**src/rtl/sprite_mover_compositor.sv**
```systemverilog
`default_nettype none
// ============================================================================
// Module      : sprite_mover_compositor
// Description : Moves a 16x16 2-bit-indexed sprite once per frame, bouncing
//               between parameterised bounds. Compares every scan position
//               against the sprite window and returns the palette colour one
//               cycle later.
// Revision    : 1.0 - initial release
// ============================================================================
//
// SPRITE_DATA packing: cell (row, col) is at bits [2*(row*16+col) +: 2],
// so row 0 / column 0 sits in the least significant bits.
// PALETTE packing: entry n is at bits [24*n +: 24], stored as {R,G,B}.
// Entry 0 is the transparent index.
module sprite_mover_compositor #(
    parameter int           SCALE_SHIFT = 3,
    parameter int           START_X     = 500,
    parameter int           START_Y     = 150,
    parameter int           MIN_X       = 300,
    parameter int           MAX_X       = 1000,
    parameter int           MIN_Y       = 0,
    parameter int           MAX_Y       = 600,
    parameter int           STEP_X      = 5,
    parameter int           STEP_Y      = 0,
    parameter logic [511:0] SPRITE_DATA = '0,
    parameter logic [95:0]  PALETTE     = 96'hFFFFFF_8ED8ED_05C5FF_000000
) (
    input  logic        i_clk,
    input  logic        i_rst_n,
    input  logic [15:0] i_x,
    input  logic [15:0] i_y,
    input  logic        i_v_sync,
    input  logic        i_enable,
    output logic [7:0]  o_red,
    output logic [7:0]  o_green,
    output logic [7:0]  o_blue,
    output logic        o_sprite_hit,
    output logic [15:0] o_pos_x,
    output logic [15:0] o_pos_y
);

    // Bounds and steps widened to 17 bits so the forward sum and the
    // left-bound test can never wrap.
    localparam logic [16:0] c_MIN_X   = 17'(MIN_X);
    localparam logic [16:0] c_MAX_X   = 17'(MAX_X);
    localparam logic [16:0] c_STEP_X  = 17'(STEP_X);
    localparam logic [16:0] c_MIN_Y   = 17'(MIN_Y);
    localparam logic [16:0] c_MAX_Y   = 17'(MAX_Y);
    localparam logic [16:0] c_STEP_Y  = 17'(STEP_Y);
    localparam logic [15:0] c_START_X = 16'(START_X);
    localparam logic [15:0] c_START_Y = 16'(START_Y);

    // Direction encoding: 0 = towards larger coordinates (right / down).
    localparam logic c_DIR_FWD  = 1'b0;
    localparam logic c_DIR_BACK = 1'b1;

    // ------------------------------------------------------------------
    // Frame tick
    // ------------------------------------------------------------------
    logic r_vsync_d;
    logic w_tick;

    assign w_tick = i_v_sync & ~r_vsync_d;

    // Remember the previous vsync level; resets high so a held-high vsync does not tick on release.
    always_ff @(posedge i_clk or negedge i_rst_n) begin
        if (!i_rst_n) begin
            r_vsync_d <= 1'b1;
        end else begin
            r_vsync_d <= i_v_sync;
        end
    end

    // ------------------------------------------------------------------
    // Motion state
    // ------------------------------------------------------------------
    logic [15:0] r_pos_x;
    logic [15:0] r_pos_y;
    logic        r_dir_x;
    logic        r_dir_y;
    logic        r_flip_x;
    logic        r_flip_y;

    logic [16:0] w_fwd_x;
    logic [15:0] w_next_x;
    logic        w_next_dir_x;
    logic        w_next_flip_x;

    logic [16:0] w_fwd_y;
    logic [15:0] w_next_y;
    logic        w_next_dir_y;
    logic        w_next_flip_y;

    // Candidate X update: step, clamping and bouncing at either bound.
    always_comb begin
        w_fwd_x       = {1'b0, r_pos_x} + c_STEP_X;
        w_next_x      = r_pos_x;
        w_next_dir_x  = r_dir_x;
        w_next_flip_x = r_flip_x;
        if (r_dir_x == c_DIR_FWD) begin
            if (w_fwd_x >= c_MAX_X) begin
                w_next_x      = c_MAX_X[15:0];
                w_next_dir_x  = c_DIR_BACK;
                w_next_flip_x = 1'b1;
            end else begin
                w_next_x = w_fwd_x[15:0];
            end
        end else begin
            // Test before subtracting so the position never underflows.
            if ({1'b0, r_pos_x} < (c_MIN_X + c_STEP_X)) begin
                w_next_x      = c_MIN_X[15:0];
                w_next_dir_x  = c_DIR_FWD;
                w_next_flip_x = 1'b0;
            end else begin
                w_next_x = r_pos_x - c_STEP_X[15:0];
            end
        end
    end

    // Candidate Y update, same bounce rule as X with down as the forward direction.
    always_comb begin
        w_fwd_y       = {1'b0, r_pos_y} + c_STEP_Y;
        w_next_y      = r_pos_y;
        w_next_dir_y  = r_dir_y;
        w_next_flip_y = r_flip_y;
        if (r_dir_y == c_DIR_FWD) begin
            if (w_fwd_y >= c_MAX_Y) begin
                w_next_y      = c_MAX_Y[15:0];
                w_next_dir_y  = c_DIR_BACK;
                w_next_flip_y = 1'b1;
            end else begin
                w_next_y = w_fwd_y[15:0];
            end
        end else begin
            if ({1'b0, r_pos_y} < (c_MIN_Y + c_STEP_Y)) begin
                w_next_y      = c_MIN_Y[15:0];
                w_next_dir_y  = c_DIR_FWD;
                w_next_flip_y = 1'b0;
            end else begin
                w_next_y = r_pos_y - c_STEP_Y[15:0];
            end
        end
    end

    // Commit one motion step per enabled frame tick; otherwise hold.
    always_ff @(posedge i_clk or negedge i_rst_n) begin
        if (!i_rst_n) begin
            r_pos_x  <= c_START_X;
            r_pos_y  <= c_START_Y;
            r_dir_x  <= c_DIR_FWD;
            r_dir_y  <= c_DIR_FWD;
            r_flip_x <= 1'b0;
            r_flip_y <= 1'b0;
        end else if (w_tick && i_enable) begin
            r_pos_x  <= w_next_x;
            r_pos_y  <= w_next_y;
            r_dir_x  <= w_next_dir_x;
            r_dir_y  <= w_next_dir_y;
            r_flip_x <= w_next_flip_x;
            r_flip_y <= w_next_flip_y;
        end
    end

    assign o_pos_x = r_pos_x;
    assign o_pos_y = r_pos_y;

    // ------------------------------------------------------------------
    // Pixel lookup
    // ------------------------------------------------------------------
    logic [16:0] w_dx;
    logic [16:0] w_dy;
    logic [16:0] w_cell_x;
    logic [16:0] w_cell_y;
    logic        w_in_win;
    logic [3:0]  w_col;
    logic [3:0]  w_row;
    logic [1:0]  w_idx;
    logic [23:0] w_rgb;

    // 17-bit offsets: bit 16 set means the scan point lies before the sprite.
    assign w_dx     = {1'b0, i_x} - {1'b0, r_pos_x};
    assign w_dy     = {1'b0, i_y} - {1'b0, r_pos_y};
    assign w_cell_x = w_dx >> SCALE_SHIFT;
    assign w_cell_y = w_dy >> SCALE_SHIFT;

    // Window test, mirrored grid address and palette fetch for the current scan point.
    always_comb begin
        // Inside exactly when the cell offset is 0..15 with no borrow.
        w_in_win = (w_cell_x[16:4] == 13'd0) && (w_cell_y[16:4] == 13'd0);
        // 15 - n on four bits is the bitwise complement.
        w_col    = r_flip_x ? ~w_cell_x[3:0] : w_cell_x[3:0];
        w_row    = r_flip_y ? ~w_cell_y[3:0] : w_cell_y[3:0];
        w_idx    = SPRITE_DATA[{w_row, w_col, 1'b0} +: 2];
        case (w_idx)
            2'd0:    w_rgb = PALETTE[23:0];
            2'd1:    w_rgb = PALETTE[47:24];
            2'd2:    w_rgb = PALETTE[71:48];
            default: w_rgb = PALETTE[95:72];
        endcase
    end

    logic [23:0] r_rgb;
    logic        r_hit;

    // Register the pixel result; it sees pre-update position/flips on a tick edge.
    always_ff @(posedge i_clk or negedge i_rst_n) begin
        if (!i_rst_n) begin
            r_rgb <= 24'h000000;
            r_hit <= 1'b0;
        end else begin
            r_rgb <= w_in_win ? w_rgb : 24'h000000;
            r_hit <= w_in_win && (w_idx != 2'd0);
        end
    end

    assign o_red        = r_rgb[23:16];
    assign o_green      = r_rgb[15:8];
    assign o_blue       = r_rgb[7:0];
    assign o_sprite_hit = r_hit;

endmodule

`default_nettype wire

```
**config.mk**
```make
export PLATFORM = sky130hd
export DESIGN_NAME = sprite_mover_compositor
export DESIGN_NICKNAME = d
export VERILOG_FILES = /design/src/rtl/sprite_mover_compositor.sv
export SDC_FILE = /design/constraint.sdc
export NUM_CORES = 1
export LEC_CHECK = 0
export ABC_AREA = 1
export CELL_PAD_IN_SITES_DETAIL_PLACEMENT = 1
export CELL_PAD_IN_SITES_GLOBAL_PLACEMENT = 1
export CORE_ASPECT_RATIO = 1.1
export CORE_MARGIN = 2
export CORE_UTILIZATION = 31
export DETAILED_ROUTE_END_ITERATION = 16
export HOLD_SLACK_MARGIN = 0.05
export PLACE_DENSITY = 0.88
export SYNTH_ARGS = -nofsm -noshare
export SYNTH_HDL_FRONTEND = slang
export SYNTH_SLANG_ARGS = --single-unit
```
**constraint.sdc**
```tcl
create_clock -name i_clk -period 3.2 [get_ports i_clk]
set_input_delay 0.48 -clock i_clk [delete_from_list [all_inputs] [get_ports i_clk]]
set_output_delay 0.48 -clock i_clk [all_outputs]
set_load 0.01 [all_outputs]
```
==> summary.txt, run 1 <==
Outcome
  • Outcome: completed

Setup path
  • CP delay by family, top: simple AND/OR/NAND/NOR gates
  • Worst setup SP type: flip-flop
  • Crit-path max cell delay: 440 ps
  • Max FO, Critical Path: 9
  • FF-to-FF Start: o_pos_x[0]
  • Most frequent CP cell: nand2_1
  • CP required: about 3400 ps
  • Critical path's slowest cell: dfrtp_1
  • R2r worst-path depth: 11
  • Worst R2R Setup Slack: 1170 ps
  • Worst r2r dst: o_pos_x[6]
  • CP Capture Type: flip-flop
  • Crit Path Class: reg2reg
  • Worst path buffer plus inverter count: 2
  • Worst path cell trace: inv_1, ha_1, nand2_1, o21ai_0, nand2_1, a21oi_1, nor2_2, nand2_1, nand3_1, inv_1, a21oi_1
  • WP data arrival: approximately 2200 ps

Timing
  • Achievable Freq: roughly 0.49 GHz
  • Least-Margin Pin Slew: roughly 930 ps
  • Final TNS setup: 0 ps
  • Fin crit period: a little over 2000 ps
  • Setup violators final: 0
  • Worst clock skew: roughly 2.3 ps
  • Final Slew Violations: 0
  • Tcrit/Tclk final: 0.633
  • Slack of the critical path: roughly 1200 ps
  • Final Hold Viols: 0
  • Relative slew slack: 0.377
  • RSZ-0062 raised after global routing: false

Place
  • Pre-CTS WS: ~1200 ps
  • Gp weighted congestion: slightly above 0.9
  • Post-detail-place hpwl: between 4000 and 5000 um
  • Port Buf Inserts: 25

Yosys
  • Yosys cell types: 26
  • Area leader, netlist: buf_4
  • Share of the synthesized area in the top cell type: 0.165
  • Sequential-to-total area share from yosys stat: 0.255
  • Main area contributors after synthesis: buf_4 16%, dfrtp_1 16%, nand2_1 13%, dfstp_2 10%, inv_1 6.3%
  • Mapped Cells: 319
  • Syn. warnings: 0
  • Avg Cell Area, Syn: between 6 and 7 sq um
  • Mapped Area: 0.00210 sq mm
  • FF+latch count, synth: 21

Cells and area
  • # diodes: 0
  • Reg area: between 500 and 600 sq um
  • NumNets Final: between 300 and 400
  • Layout cells sized above 1: 0.114
  • Filler Cell Count: approximately 870
  • Area growth syn-to-layout: 8.59%
  • Multi-input logic area: about 0.0012 sq mm

Route
  • Final wirelength: ~5800 um
  • Routed vias: 1973
  • Initial DRC Count: 70
  • Avg WL per Cell: about 14 um
  • Vias/cell: ~4.8
  • DR pass1 iterations: 4
  • Number of routed nets with antenna violations: 0
  • DRC viols: 0

Pwr
  • Pwr Density: ~840 mW/mm^2
  • Peak supply drop: 0.271 mV
  • Leakage: between 1 and 1.5 nW

Clock network
  • H-tree depth: 1
  • Num CTS Buffers: 3
  • Clock-pin slew on the worst setup and hold paths: ~90 ps
  • Clock Sinks: 21
  • Post-cts resize count: 0
  • Clk_lat worst skew: roughly 280 ps
  • Longest Clk Path Bufs: 2
  • Root buf cell: clkbuf_8
  • CTS tree: built
  • Setup bufs post-CTS: 0
  • Hold buffers post-CTS: 0

Floorplan
  • Initial core utilization: 0.320
  • Num rows: 31
  • Core Region: about 0.0066 sq mm
  • Number of top-level pins: 93
  • Die W: between 80 and 90 um
  • Die height: around 90 um
  • Die area: roughly 0.0074 sq mm

Global route
  • Initial antenna violation count: 0
  • Largest net degree at the start of global routing: 30
  • Total track usage: 0.166
  • Vias in the first global route: between 1500 and 2000
  • First-pass GRT wire length: 9620 um
  • GRT overflow: 0

Worst hold path
  • Hold crit path type: reg2reg
  • Min-delay src: o_pos_y[6]
  • Worst hold path endpoint: o_pos_y[6]
  • Hold Crit Depth: 0

Flow run
  • Max-cap violation count: 0
worst reg2reg max path: cells and delay by family (launching register included):
kind                     cells  cell delay [ps]
adder cells (fa/ha/maj)      1              220
flip-flops                   1              440
buffers and inverters        2              160
AND/OR/NAND/NOR              5              790
AO/OA/AOI/OAI                3              350
per-layer routing:
metal,GRT usage,vias to the layer above,part of all wire
met3,0.0290,15,0.042
li1,-,959,-
met5,0,-,0
met2,0.284,56,0.53
met1,0.203,943,0.40
met4,0.0625,0,0.027
stage by stage:
step	total power, W	cell area [sq um]	hold WS, ps	cells	utilization
after global placement	0.00166	2230	439	411	0.340
after floorplan	0.00136	2220	184	352	-
after CTS	0.00193	2280	471	415	0.347
after detailed placement	0.00172	2230	445	411	0.340
final	0.00191	2280	460	415	0.347
after global routing	0.00210	2280	481	415	0.347
power breakdown:
part / internal [W] / total (W) / switching [W]
combinational: 0.000414 / 0.00114 / 0.000726
clock: 0.0000886 / 0.000196 / 0.000108
sequential: 0.000379 / 0.000576 / 0.000197
final cells by class:
class,instances,share of cell area
inverters,37,0.0610
clock buffers,3,0.0181
repair buffers,27,0.116
flip-flops and latches,21,0.235
multi-input cells,244,0.521
clock inverters,1,0.00330
well taps,82,0.0451
kinds of logic after synthesis:
group	after synthesis	share of synthesized area
xor gates and xnor gates	11	0.0459
and+or+nand+nor	158	0.351
DFF	21	0.255
adders and majority gates	2	0.0119
buffers and inverters	87	0.238
other	2	0.00358
AOI/OAI and AO/OA	38	0.0943
worst max-delay path by stage:
stage	cells past startpoint	end	slack, ps	startpoint
2_1_floorplan	12	o_pos_x[3]	1480	o_pos_x[7]
3_3_place_gp	7	o_pos_x[9]	1180	i_v_sync
3_5_place_dp	7	r_dir_x	1160	i_v_sync
4_1_cts	11	o_pos_x[1]	1160	o_pos_x[0]
5_1_grt	12	o_pos_x[5]	900	o_pos_x[0]
6_report	11	o_pos_x[6]	1170	o_pos_x[0]
synthesized netlist by cell type, drive strengths merged:
cell	count
nand2	79
o211ai	1
o21a	1
o21bai	1
nor2	40
conb	2
buf	46
a21oi	9
nand4	10
nor3	2
dfstp	8
ha	2
o21ai	26
nor4	1
nand3	24
xor2	11
inv	37
dfrtp	13
clkbuf	4
or2	2
cells in the final DEF, fill, tap and decap left out, drive strengths merged:
cell type / instances
inv: 37
o211ai: 1
o21bai: 1
nand4: 10
nor3: 2
conb: 35
xor2: 11
nor4: 1
o21ai: 26
clkdlybuf4s50: 25
dfrtp: 13
buf: 2
a21oi: 9
nand3: 24
o21a: 1
dfstp: 8
nand2: 79
clkbuf: 3
or2: 2
nor2: 40
clkinvlp: 1
ha: 2
state kept, by name (all words and copies together), names as in the netlist:
name       cells
o_pos_x       16
o_pos_y        2
r_dir_x        1
r_dir_y        1
r_vsync_d      1
Note: power is estimated with default switching activity, not from simulation.
==> run 2, diff against run 1 <==
Settings changed: CORE_UTILIZATION 31 to 28, PLACE_DENSITY 0.88 to 0.81.
Clock period 3.2 ns to 2.1 ns, I/O delays scaled along.
==> run 2 against run 1 <==
Effect of this change:
- utilization decreased by 2.0 points
- design area is 5.8% higher
- cell count rose by 4.1%
- clock skew grew 1.0 ps
- critical path depth stayed put
- clock-buffer cell count stayed put
- highest routed layer unchanged
==> summary.txt, run 2 (synthesis results as in run 1) <==
Clock network
  • Longest Clk Path Bufs: 2 (unchanged)
  • CTS tree: built
  • Hold buffers post-CTS: 0 (unchanged)
  • H-tree depth: 1 (unchanged)
  • Clock Sinks: 21 (unchanged)
  • Root buf cell: clkbuf_8
  • Clk_lat worst skew: 270 ps (about the same)
  • Num CTS Buffers: 3 (unchanged)
  • Clock-pin slew on the worst setup and hold paths: 90 ps (about the same)

Global route
  • Largest net degree at the start of global routing: 22 (-27%)
  • Initial antenna violation count: 0 (unchanged)
  • First-pass GRT wire length: 9940 um (+3.3%)
  • Vias in the first global route: 2122 (+7.3%)
  • GRT overflow: 0 (unchanged)
  • Total track usage: 0.152 (-0.0139)

Route
  • Number of routed nets with antenna violations: 0 (unchanged)
  • Routed vias: 2010 (+1.9%)
  • Avg WL per Cell: 13.6 um (-2.5%)
  • DR pass1 iterations: 4 (unchanged)
  • Initial DRC Count: 94 (+34%)
  • DRC viols: 0 (unchanged)
  • Vias/cell: 4.65 (-2.1%)
  • Final wirelength: 5890 um (+1.5%)

Setup path
  • Max FO, Critical Path: 8 (-1)
  • R2r worst-path depth: 11 (unchanged)
  • CP Capture Type: flip-flop
  • Worst setup SP type: flip-flop
  • WP data arrival: 2080 ps (-150 ps)
  • Setup crit start: o_pos_x[4]
  • FF-to-FF Start: o_pos_x[4]
  • Worst r2r dst: r_dir_x
  • Crit Path Class: reg2reg
  • CP required: 2250 ps (-1150 ps)
  • Worst R2R Setup Slack: 170 ps (-1010 ps)

Timing
  • Achievable Freq: 0.518 GHz (+4.9%)
  • RSZ-0062 raised after global routing: true
  • Fin crit period: 1930 ps (-94.1 ps)
  • WHS: 393 ps (-66.9 ps)
  • Worst clock skew: 3.32 ps (+1.00 ps)
  • Setup violators final: 0 (unchanged)
  • Final Hold Viols: 0 (unchanged)
  • Tcrit/Tclk final: 0.920 (+0.287)
  • Final Slew Violations: 0 (unchanged)

Place
  • Placed Instance Area: 0.00229 sq mm (+2.9%)
  • Post-detail-place hpwl: 4610 um (+1.8%)
  • Gp weighted congestion: 0.899 (-1.4%)
  • Port Buf Inserts: 25 (unchanged)

Outcome
  • Outcome: completed

Floorplan
  • Die W: 86.5 um (+5.0%)
  • Initial core utilization: 0.285 (-0.0346)
  • Core Region: 0.00735 sq mm (+12%)
  • Die area: 0.00820 sq mm (+10%)
  • Number of top-level pins: 93 (unchanged)
  • Num rows: 33 (+6.5%)
  • Die height: 94.8 um (+5.0%)

Cells and area
  • Utilization after layout: 0.328 (-0.0195)
  • Multi-input logic area: 0.00121 sq mm (+2.0%)
  • # diodes: 0 (unchanged)
  • Reg area: 538 sq um (+0.47%)
  • Most frequent cells in the layout: 69 x nand2_1, 35 x conb_1, 34 x inv_1
  • Area growth syn-to-layout: 14.9%
  • Largest register FFs: 16 (unchanged)
  • NumNets Final: 384 (+3.2%)
  • Post-route design area: 0.00241 sq mm (+5.8%)
  • Layout cells sized above 1: 0.168 (+0.0540)
  • Most common cell after layout, fill and taps aside: nand2_1
  • Filler Cell Count: 971 (+12%)

Worst hold path
  • Hold crit path type: in2async

Pwr
  • Pwr Density: 1290 mW/mm^2 (+54%)
  • Leakage: 1.16 nW (+5.5%)
  • Final Power: 0.00311 W (+63%)
  • Peak supply drop: 0.529 mV (+95%)

Flow run
  • Max-cap violation count: 0 (unchanged)
[run 2: cell count changes in the layout (fill, tap and decap cells not counted), moves of 2 or more]
cell     before  now
dfrtp_2       0    2
nand2_4       0    2
nor2_2        5    7
dfrtp_1      13   11
buf_4         2   13
nor2_1       30   28
[run 2: worst max path at each step]
stage	slack [ps]	endpoint	cells past startpoint
after floorplan	380	o_pos_x[3]	12
after global placement	150	o_pos_x[1]	11
after detailed placement	60	o_pos_x[5]	12
after CTS	40	o_pos_x[5]	12
after global routing	-6	o_pos_x[0]	12
final	170	r_dir_x	11
[run 2: area by class of cell]
cell class / count / area share
clock buffer: 3 / 0.0171
clock inverter: 1 / 0.00208
inverter: 37 / 0.0576
multi-input combinational: 244 / 0.502
sequential: 21 / 0.223
tap: 87 / 0.0452
timing repair buffer: 39 / 0.153
[run 2: metal layers]
layer / vias to the layer above / track usage / share of wire
met5: - / 0 / 0
met4: 0 / 0.0508 / 0.016
met3: 11 / 0.0210 / 0.035
met2: 48 / 0.275 / 0.52
met1: 970 / 0.185 / 0.43
li1: 981 / - / -
[run 2: repair_timing]
action | 4_1_cts | 5_1_grt
gates resized for setup | 0 | 11
setup endpoints to repair | 0 | 13
setup buffers | 0 | 6
[run 2: power breakdown]
| part | internal, W | switching [W] | total [W] |
|---|---|---|---|
| Combinational | 0.000778 | 0.00118 | 0.00196 |
| Clock | 0.000133 | 0.000154 | 0.000287 |
| Sequential | 0.000581 | 0.000279 | 0.000860 |
| Total | 0.00149 | 0.00162 | 0.00311 |
[run 2: per-stage QoR]
stage / instances / setup TNS [ps] / setup slack [ps]
2_1_floorplan: 352 / 0 / 380
3_3_place_gp: 422 / 0 / 154
3_5_place_dp: 422 / 0 / 64.2
4_1_cts: 426 / 0 / 43.4
5_1_grt: 432 / -8.25 / -5.85
6_report: 432 / 0 / 168
[run 2: critical path, cell delays in order, from the launching register on]
cell and delay (ps):
dfstp_2 630, nand2_2 110, inv_2 120, nand2_1 130, nor2_1 120, nand2_1 50
nand2_1 80, nand2_2 70, nor2_4 150, nand3_2 130, nand2_2 150, o21ai_1 70
